===== config.mk =====
export PLATFORM = sky130hd
export DESIGN_NAME = branch_predict_unit
export DESIGN_NICKNAME = d
export VERILOG_FILES = /design/src/rtl/branch_predict_unit.sv
export SDC_FILE = /design/constraint.sdc
export NUM_CORES = 1
export LEC_CHECK = 0
export ABC_AREA = 1
export CAP_MARGIN = 20
export CORE_MARGIN = 2
export CORE_UTILIZATION = 45
export CTS_BUF_LIST = sky130_fd_sc_hd__clkbuf_4 sky130_fd_sc_hd__clkbuf_8 sky130_fd_sc_hd__clkbuf_16
export DETAILED_ROUTE_END_ITERATION = 10
export PLACE_DENSITY = 0.79
export SKIP_CTS_REPAIR_TIMING = 1
export SYNTH_ARGS = -nofsm -noshare
export SYNTH_HDL_FRONTEND = slang
export SYNTH_SLANG_ARGS = --single-unit

===== constraint.sdc =====
create_clock -name clk -period 2.77 [get_ports clk]
set_input_delay 0.554 -clock clk [delete_from_list [all_inputs] [get_ports clk]]
set_output_delay 0.554 -clock clk [all_outputs]
set_load 0.01 [all_outputs]

===== src/rtl/branch_predict_unit.sv =====
// ---------------------------------------------------------------------------
// branch_predict_unit
//
// Purpose:
//   Next-PC predictor for an LC-3b fetch stage. Conditional branches (op_br)
//   use a direct-mapped, untagged table of 2-bit saturating counters indexed
//   by pc[INDEX_BITS:1]. Unconditional control flow (jsr, trap, jmp) is
//   always redirected. The execute stage trains the counters and receives a
//   registered one-cycle mispredict pulse for flush/redirect.
//
// Optional feature (macro BPU_PERF_CNT_EN):
//   When defined, perf_lookups counts cycles with a valid op_br fetch and
//   perf_mispredicts counts detected mispredictions, both saturating at
//   16'hFFFF. When undefined, both outputs are tied to zero and no counter
//   flops exist.
//
// Parameters:
//   INDEX_BITS  table index width, 2**INDEX_BITS entries (legal 1..8)
//   CNT_INIT    reset value of every 2-bit counter
//
// Ports:
//   clk              in   sole clock, rising edge
//   rst              in   synchronous active-high reset
//   fetch_valid      in   fetch stage presents an instruction
//   fetch_pc         in   16-bit PC of the fetched instruction
//   fetch_opcode     in   4-bit LC-3b opcode of the fetched instruction
//   pred_sel         out  next-PC select: 00 pc+2, 01 target, 10 trap, 11 jmp
//   pred_taken       out  fetch redirected away from pc+2
//   res_valid        in   execute stage resolves an instruction this cycle
//   res_pc           in   16-bit PC of the resolving instruction
//   res_is_br        in   resolving instruction is op_br
//   res_taken        in   actual branch outcome
//   res_pred_taken   in   prediction carried down the pipe with the branch
//   mispredict       out  registered one-cycle flush/redirect request
//   perf_lookups     out  16-bit op_br lookup count (see macro above)
//   perf_mispredicts out  16-bit mispredict count (see macro above)
//
// Handshake: there is no backpressure. fetch_valid and res_valid are
// qualifiers only; each asserted cycle is consumed in that same cycle.
// ---------------------------------------------------------------------------
module branch_predict_unit #(
    parameter int unsigned INDEX_BITS = 4,
    parameter logic [1:0]  CNT_INIT   = 2'b01
) (
    input  logic        clk,
    input  logic        rst,
    input  logic        fetch_valid,
    input  logic [15:0] fetch_pc,
    input  logic [3:0]  fetch_opcode,
    output logic [1:0]  pred_sel,
    output logic        pred_taken,
    input  logic        res_valid,
    input  logic [15:0] res_pc,
    input  logic        res_is_br,
    input  logic        res_taken,
    input  logic        res_pred_taken,
    output logic        mispredict,
    output logic [15:0] perf_lookups,
    output logic [15:0] perf_mispredicts
);

    localparam int ENTRIES = 1 << INDEX_BITS;

    localparam logic [3:0] OP_BR   = 4'h0;
    localparam logic [3:0] OP_JSR  = 4'h4;
    localparam logic [3:0] OP_JMP  = 4'hC;
    localparam logic [3:0] OP_TRAP = 4'hF;

    localparam logic [1:0] SEL_PC2    = 2'b00;
    localparam logic [1:0] SEL_TARGET = 2'b01;
    localparam logic [1:0] SEL_TRAP   = 2'b10;
    localparam logic [1:0] SEL_JMP    = 2'b11;

    logic [1:0]            cnt_q [ENTRIES];
    logic [INDEX_BITS-1:0] fetch_idx;
    logic [INDEX_BITS-1:0] res_idx;
    logic [1:0]            fetch_cnt;
    logic [1:0]            res_cnt;
    logic [1:0]            res_cnt_d;
    logic                  res_upd;
    logic                  mispredict_d;
    logic                  mispredict_q;

    // Bit 0 is always zero for word-aligned instructions; upper bits are
    // deliberately dropped so aliased PCs share a counter.
    assign fetch_idx = fetch_pc[INDEX_BITS:1];
    assign res_idx   = res_pc[INDEX_BITS:1];

    logic unused_pc_bits;
    assign unused_pc_bits = ^{fetch_pc[15:INDEX_BITS+1], fetch_pc[0],
                              res_pc[15:INDEX_BITS+1], res_pc[0]};

    // Fetch reads the registered table, so a same-cycle update to the same
    // index is not visible until the next cycle.
    assign fetch_cnt = cnt_q[fetch_idx];
    assign res_cnt   = cnt_q[res_idx];

    always_comb begin
        pred_sel = SEL_PC2;
        if (fetch_valid) begin
            case (fetch_opcode)
                OP_BR:   pred_sel = fetch_cnt[1] ? SEL_TARGET : SEL_PC2;
                OP_JSR:  pred_sel = SEL_TARGET;
                OP_TRAP: pred_sel = SEL_TRAP;
                OP_JMP:  pred_sel = SEL_JMP;
                default: pred_sel = SEL_PC2;
            endcase
        end
    end

    assign pred_taken = (pred_sel != SEL_PC2);

    assign res_upd      = res_valid && res_is_br;
    assign mispredict_d = res_upd && (res_taken != res_pred_taken);

    // Saturating 2-bit counter step for the resolving entry.
    always_comb begin
        res_cnt_d = res_cnt;
        if (res_taken) begin
            if (res_cnt != 2'b11) res_cnt_d = res_cnt + 2'd1;
        end else begin
            if (res_cnt != 2'b00) res_cnt_d = res_cnt - 2'd1;
        end
    end

    always_ff @(posedge clk) begin
        if (rst) begin
            for (int i = 0; i < ENTRIES; i++) begin
                cnt_q[i] <= CNT_INIT;
            end
            mispredict_q <= 1'b0;
        end else begin
            if (res_upd) begin
                cnt_q[res_idx] <= res_cnt_d;
            end
            mispredict_q <= mispredict_d;
        end
    end

    assign mispredict = mispredict_q;

`ifdef BPU_PERF_CNT_EN
    logic [15:0] perf_lookups_q;
    logic [15:0] perf_mispredicts_q;
    logic        lookup_hit;

    assign lookup_hit = fetch_valid && (fetch_opcode == OP_BR);

    always_ff @(posedge clk) begin
        if (rst) begin
            perf_lookups_q     <= 16'h0000;
            perf_mispredicts_q <= 16'h0000;
        end else begin
            if (lookup_hit && (perf_lookups_q != 16'hFFFF)) begin
                perf_lookups_q <= perf_lookups_q + 16'd1;
            end
            if (mispredict_d && (perf_mispredicts_q != 16'hFFFF)) begin
                perf_mispredicts_q <= perf_mispredicts_q + 16'd1;
            end
        end
    end

    assign perf_lookups     = perf_lookups_q;
    assign perf_mispredicts = perf_mispredicts_q;
`else
    assign perf_lookups     = 16'h0000;
    assign perf_mispredicts = 16'h0000;
`endif

endmodule


==> results of run 1 <==
per-stage QoR:
stage          utilization, %  hold WS, ns
2_1_floorplan               -        0.691
3_3_place_gp             49.3         1.03
3_5_place_dp             49.3         1.05
4_1_cts                  50.9        0.898
5_1_grt                  51.1        0.930
6_report                 51.1        0.900
kinds of logic (layout without fill, tap and decap cells):
family | count (synthesis) | in the layout | synth area share, %
AO/OA/AOI/OAI | 9 | 9 | 2.87
AND/OR/NAND/NOR | 183 | 183 | 33.9
buffers and inverters | 83 | 79 | 20.2
XOR/XNOR | 1 | 1 | 0.379
other | 1 | 32 | 0.162
flip-flops | 33 | 33 | 42.4
cell type report:
type | count | share of cell area [%]
Clock buffer | 5 | 2.67
Clock inverter | 3 | 0.485
Inverter | 43 | 6.26
Multi-Input combinational cell | 225 | 38.0
Sequential cell | 33 | 38.1
Tap cell | 70 | 3.40
Timing Repair Buffer | 28 | 11.1
final timing paths:
path / start / endpoint / slack [ns] / cells past startpoint
max: fetch_pc[1] / pred_taken / 0.25 / 12
min: res_pred_taken / mispredict / 0.90 / 3
max reg2reg: cnt_q[8][1] / cnt_q[12][0] / 1.02 / 10
min reg2reg: cnt_q[2][0] / cnt_q[7][1] / 1.07 / 8
metal layers:
metal	GRT usage [%]	vias to the layer above
li1	-	955
met1	22.9	868
met2	35.0	87
met3	3.84	7
met4	7.41	0
met5	0	-
registers in the layout, indices dropped and copies added (netlist names):
| signal | flops |
|---|---|
| cnt_q | 32 |
| mispredict | 1 |
layout by cell type (no fill, tap or decap), types with 2 or more instances in the layout:
master | netlist | routed
nand2_1 | 96 | 96
inv_1 | 40 | 40
nor2_1 | 34 | 34
conb_1 | 1 | 32
edfxtp_1 | 32 | 32
nand3_1 | 29 | 29
clkdlybuf4s50_1 | 0 | 20
nor2_2 | 11 | 11
nand2_2 | 5 | 5
clkbuf_8 | 0 | 5
nand4_1 | 4 | 4
buf_4 | 34 | 4
o21ai_0 | 3 | 3
clkinv_1 | 1 | 3
nor3_1 | 3 | 3
inv_2 | 2 | 2
o21ai_2 | 2 | 2
dlymetal6s2s_1 | 0 | 2
power breakdown:
group / switching (mW) / internal [mW]
combinational: 0.138 / 0.0693
sequential: 0.00723 / 0.559
clock: 0.179 / 0.169
worst min-delay path: stages:
cell and delay (ns):
clkdlybuf4s50_1 0.42, xnor2_1 0.14, nor2_1 0.04
==> results.json, run 1 <==
{
  "hold_path_class": "in2reg",
  "path_class": "in2out",
  "synth.most_common_cell": "nand2_1",
  "critPathMostFrequentCell": "nand2_1",
  "cts_tree": "done",
  "path_cells": "clkdlybuf4s50_1 > buf_6 > o21ai_0 > nand2_1 > nand3_1 > nand3_1 > nand2_1 > nand2_1 > nand2_1 > nand2_1 > nand2_1 > dlymetal6s2s_1",
  "synth_area_um2": 2310,
  "layout.nets": 379,
  "place_inst": 399,
  "gp_congestion": 0.881,
  "synth-edff-count": 32,
  "io_pins": 79,
  "rows": 26,
  "synthTopCellsByCount": "nand2_1 (96), inv_1 (40), buf_4 (34), nor2_1 (34), edfxtp_1 (32)",
  "p_total_mw": 1.12,
  "path_buf_inv": 3,
  "status": "finished, final reports clean",
  "grt_overflow_total": 0,
  "detailed_place_hpwl_um": 3830,
  "area_growth_pct": 11.5,
  "clock_sinks": 33,
  "yosysTopAreaCell": "edfxtp_1",
  "die-area_um2": 5730,
  "postSynthAreaPerCell_um2": 7.46,
  "dr.pass1.iters": 4,
  "clock-root-buffer": "clkbuf_8",
  "fmax_mhz": 397,
  "die_w_um": 75.7,
  "critPathMaxStageDelay_ns": 0.43,
  "rsz0062_at_grt": "false",
  "setup_ws_ns": 0.252,
  "drv_slew": 0,
  "final_layout_size_suffix_gt1_share_pct": 10.1,
  "setup_viol": 0,
  "fin_setup_tns_ns": 0,
  "ys_ff_latch": 33,
  "cts_buffers": 5,
  "arrival_ns": 1.96,
  "synth_flop_cell": "edfxtp_1",
  "vias": 1917,
  "async_flop_share_pct": 0,
  "drc": 0,
  "grt_pass1_wl_um": 8020,
  "dr_wl_met2_um": 2570,
  "multiInputGateArea_um2": 980,
  "initial_core_util_pct": 45.9,
  "synth.top_cell.area_share_pct": 41.6,
  "grt_pass1_vias": 1796,
  "clockBufferDepth": 2,
  "yosysWarnings": 0,
  "clock_skew_ns": 0.00406,
  "critPathRequiredTime_ns": 2.22,
  "path_delay_family": "buffers and inverters",
  "yosysSeqAreaShare_pct": 42.4,
  "cp_max_fo": 9,
  "power_leakage_nw": 1.11,
  "wl_met3_um": 345,
  "viasPerCell": 4.71,
  "cts_max_level": 2,
  "path_clk_slew_ns": 0.06,
  "n_antenna_cell": 0,
  "design_area_um2": 2580,
  "dpl-instance-area_um2": 2490,
  "end_kind": "primary output",
  "core_um2": 5040,
  "grt.total_usage_pct": 19.5,
  "power_per_cell_area_nw_per_um2": 435,
  "period_needed_ns": 2.52,
  "antenna_found_initial": 0,
  "top_layer_used": "met4",
  "cap_violations": 0,
  "wire_per_inst_um": 12.4,
  "grt_max_degree": 22,
  "io_buffers": 22,
  "yosys-top-cells-area": "edfxtp_1 (42%), nand2_1 (16%), buf_4 (11%), inv_1 (6.5%), nand3_1 (6.3%)",
  "drt.antenna.violating_nets": 0,
  "ys_types": 26,
  "drt_wl_total_um": 5050,
  "ff_latch_area_um2": 981,
  "preCtsSetupSlack_ns": -0.151,
  "slowest_stage": "clkdlybuf4s50_1",
  "worst_ir_drop_vdd_mv": 0.238,
  "stdcell_count": 407,
  "clkLatencyLatePin_ns": 0.29,
  "die_h_um": 75.7,
  "netlist_instances": 310,
  "met1_length_um": 2060,
  "drt_iter0_markers": 105,
  "fill_cells": 490,
  "post-route-period-util_pct": 90.9,
  "hold_viol": 0,
  "cp-start-kind": "primary input"
}
Power figures use the tool's default switching activity.
==> run 2, diff against run 1 <==
GPL_TIMING_DRIVEN = 0   (was unset)
clock period = 2.8 ns   (was 2.77 ns; I/O delays follow)
==> run 2 against run 1 <==
  * Design area increased by 8.6%
  * Critical endpoint unchanged
  * Register-to-register slack about the same
  * Sequential share of layout area decreased by 3.0 points
  * First-iteration DRC count increased by 11%
  * Largest power group unchanged
==> results.json, run 2 (same netlist as run 1, synthesis figures left out) <==
{
  "status": "finished, final reports clean",
  "path_delay_family": "buffers and inverters",
  "io_pins": 79,
  "met1_length_um": 1970,
  "wire_per_inst_um": 11.3,
  "cp-start-kind": "primary input",
  "r2r-start": "cnt_q[10][1]",
  "setup.worst_path.start": "fetch_pc[4]",
  "path_clk_slew_ns": 0.07,
  "path_buf_inv": 3,
  "setup_ws_ns": 0.149,
  "cts_max_level": 2,
  "fmax_mhz": 377,
  "final_common_cell": "nand2_1",
  "fill_cells": 473,
  "r2r_cells": 11,
  "worst_ir_drop_vdd_mv": 0.318,
  "critPathMostFrequentCell": "nand2_1",
  "rows": 26,
  "cap_violations": 0,
  "reg2reg_slack_ns": 1.01,
  "path_class": "in2out",
  "setup_viol": 0,
  "antenna_found_initial": 0,
  "dr.pass1.iters": 5,
  "initial_core_util_pct": 45.9,
  "die_h_um": 75.7,
  "n_antenna_cell": 0,
  "cp_max_fo": 3,
  "grt_pass1_vias": 1818,
  "clkLatencyLatePin_ns": 0.29,
  "grt.total_usage_pct": 19.6,
  "post-route-period-util_pct": 94.7,
  "clock-root-buffer": "clkbuf_8",
  "p_total_mw": 1.14,
  "hold_viol": 0,
  "final_layout_size_suffix_gt1_share_pct": 18.4,
  "drt_wl_total_um": 4980,
  "drv_slew": 0,
  "gp_congestion": 0.897,
  "preCtsSetupSlack_ns": -0.121,
  "wl_met3_um": 463,
  "vias": 1973,
  "power_per_cell_area_nw_per_um2": 408,
  "hold_path_class": "in2reg",
  "drc": 0,
  "endpoint": "pred_taken",
  "mostFrequentLayoutCells": "nand2_1 (96), inv_1 (39), nor2_1 (34), buf_4 (34)",
  "clock_skew_ns": 0.00322,
  "period_needed_ns": 2.65,
  "dr_wl_met2_um": 2470,
  "grt_overflow_total": 0,
  "grt_max_degree": 11,
  "area_growth_pct": 21.1,
  "slowest_stage": "clkdlybuf4s50_1",
  "critPathRequiredTime_ns": 2.24,
  "end_kind": "primary output",
  "critPathMaxStageDelay_ns": 0.52,
  "arrival_ns": 2.09,
  "die-area_um2": 5730,
  "cp_num_cells": 10,
  "core_um2": 5040,
  "r2r-end": "cnt_q[4][1]",
  "io_buffers": 20,
  "grt_pass1_wl_um": 8220,
  "clock_sinks": 33,
  "top_layer_used": "met4",
  "largest_register_ff_count": 32,
  "fin_setup_tns_ns": 0,
  "whs_ns": 0.880,
  "design_area_um2": 2800,
  "largest-register": "cnt_q",
  "power_leakage_nw": 1.26,
  "detailed_place_hpwl_um": 3950,
  "dpl-instance-area_um2": 2720,
  "drt_iter0_markers": 117,
  "die_w_um": 75.7,
  "drt.antenna.violating_nets": 0,
  "viasPerCell": 4.49,
  "cts_tree": "done",
  "path_cells": "clkdlybuf4s50_1 > inv_1 > nand3_1 > nand3_1 > nand2_1 > nand2_1 > nand2_1 > nand2_1 > nand2_1 > clkdlybuf4s50_1",
  "clockBufferDepth": 2,
  "layout.nets": 411,
  "cts_buffers": 5
}
run 2: changes by cell type in the layout (fill, tap and decap cells not counted), sizes merged:
cell / previous run / this run
buf: 6 / 39
clkbuf: 5 / 6
clkdlybuf4s50: 20 / 19
dlymetal6s2s: 2 / 1
run 2: worst min-delay path by stage:
stage | from | end | cells past startpoint
floorplan | res_pred_taken | mispredict | 2
global placement | cnt_q[8][0] | cnt_q[0][1] | 8
detailed placement | cnt_q[3][0] | cnt_q[0][1] | 8
CTS | res_pc[2] | cnt_q[8][0] | 5
global route | res_pc[2] | cnt_q[8][0] | 5
finish | res_pc[2] | cnt_q[8][0] | 5
run 2: cell type report:
cell class	count	area, um^2	area share (%)
Sequential cell	33	981	35.0
Multi-Input combinational cell	225	980	35.0
Tap cell	70	87.6	3.13
Buffer	40	307	10.9
Timing Repair Buffer	20	203	7.24
Inverter	43	161	5.76
Clock inverter	3	12.5	0.447
Clock buffer	5	68.8	2.46
run 2: per-stage QoR:
stage	util [%]	std cells
floorplan	-	341
global route	55.5	439
global placement	53.9	431
CTS	55.5	439
detailed placement	53.9	431
finish	55.5	439
run 2: routing by layer:
metal  GRT usage (%)  vias up
met5               0        -
met4            7.41        0
met3            4.76        6
met2            34.1       94
met1            23.4      850
li1                -     1023
run 2: report_power, final:
group,switching (mW),internal (mW)
logic,0.141,0.0999
registers,0.00729,0.553
clock network,0.174,0.167
run 2: tightest hold or removal path, cell delays in order:
cell	delay, ns
buf_4	0.15
nor3_1	0.07
inv_1	0.13
nor2_1	0.08
nand3_1	0.08
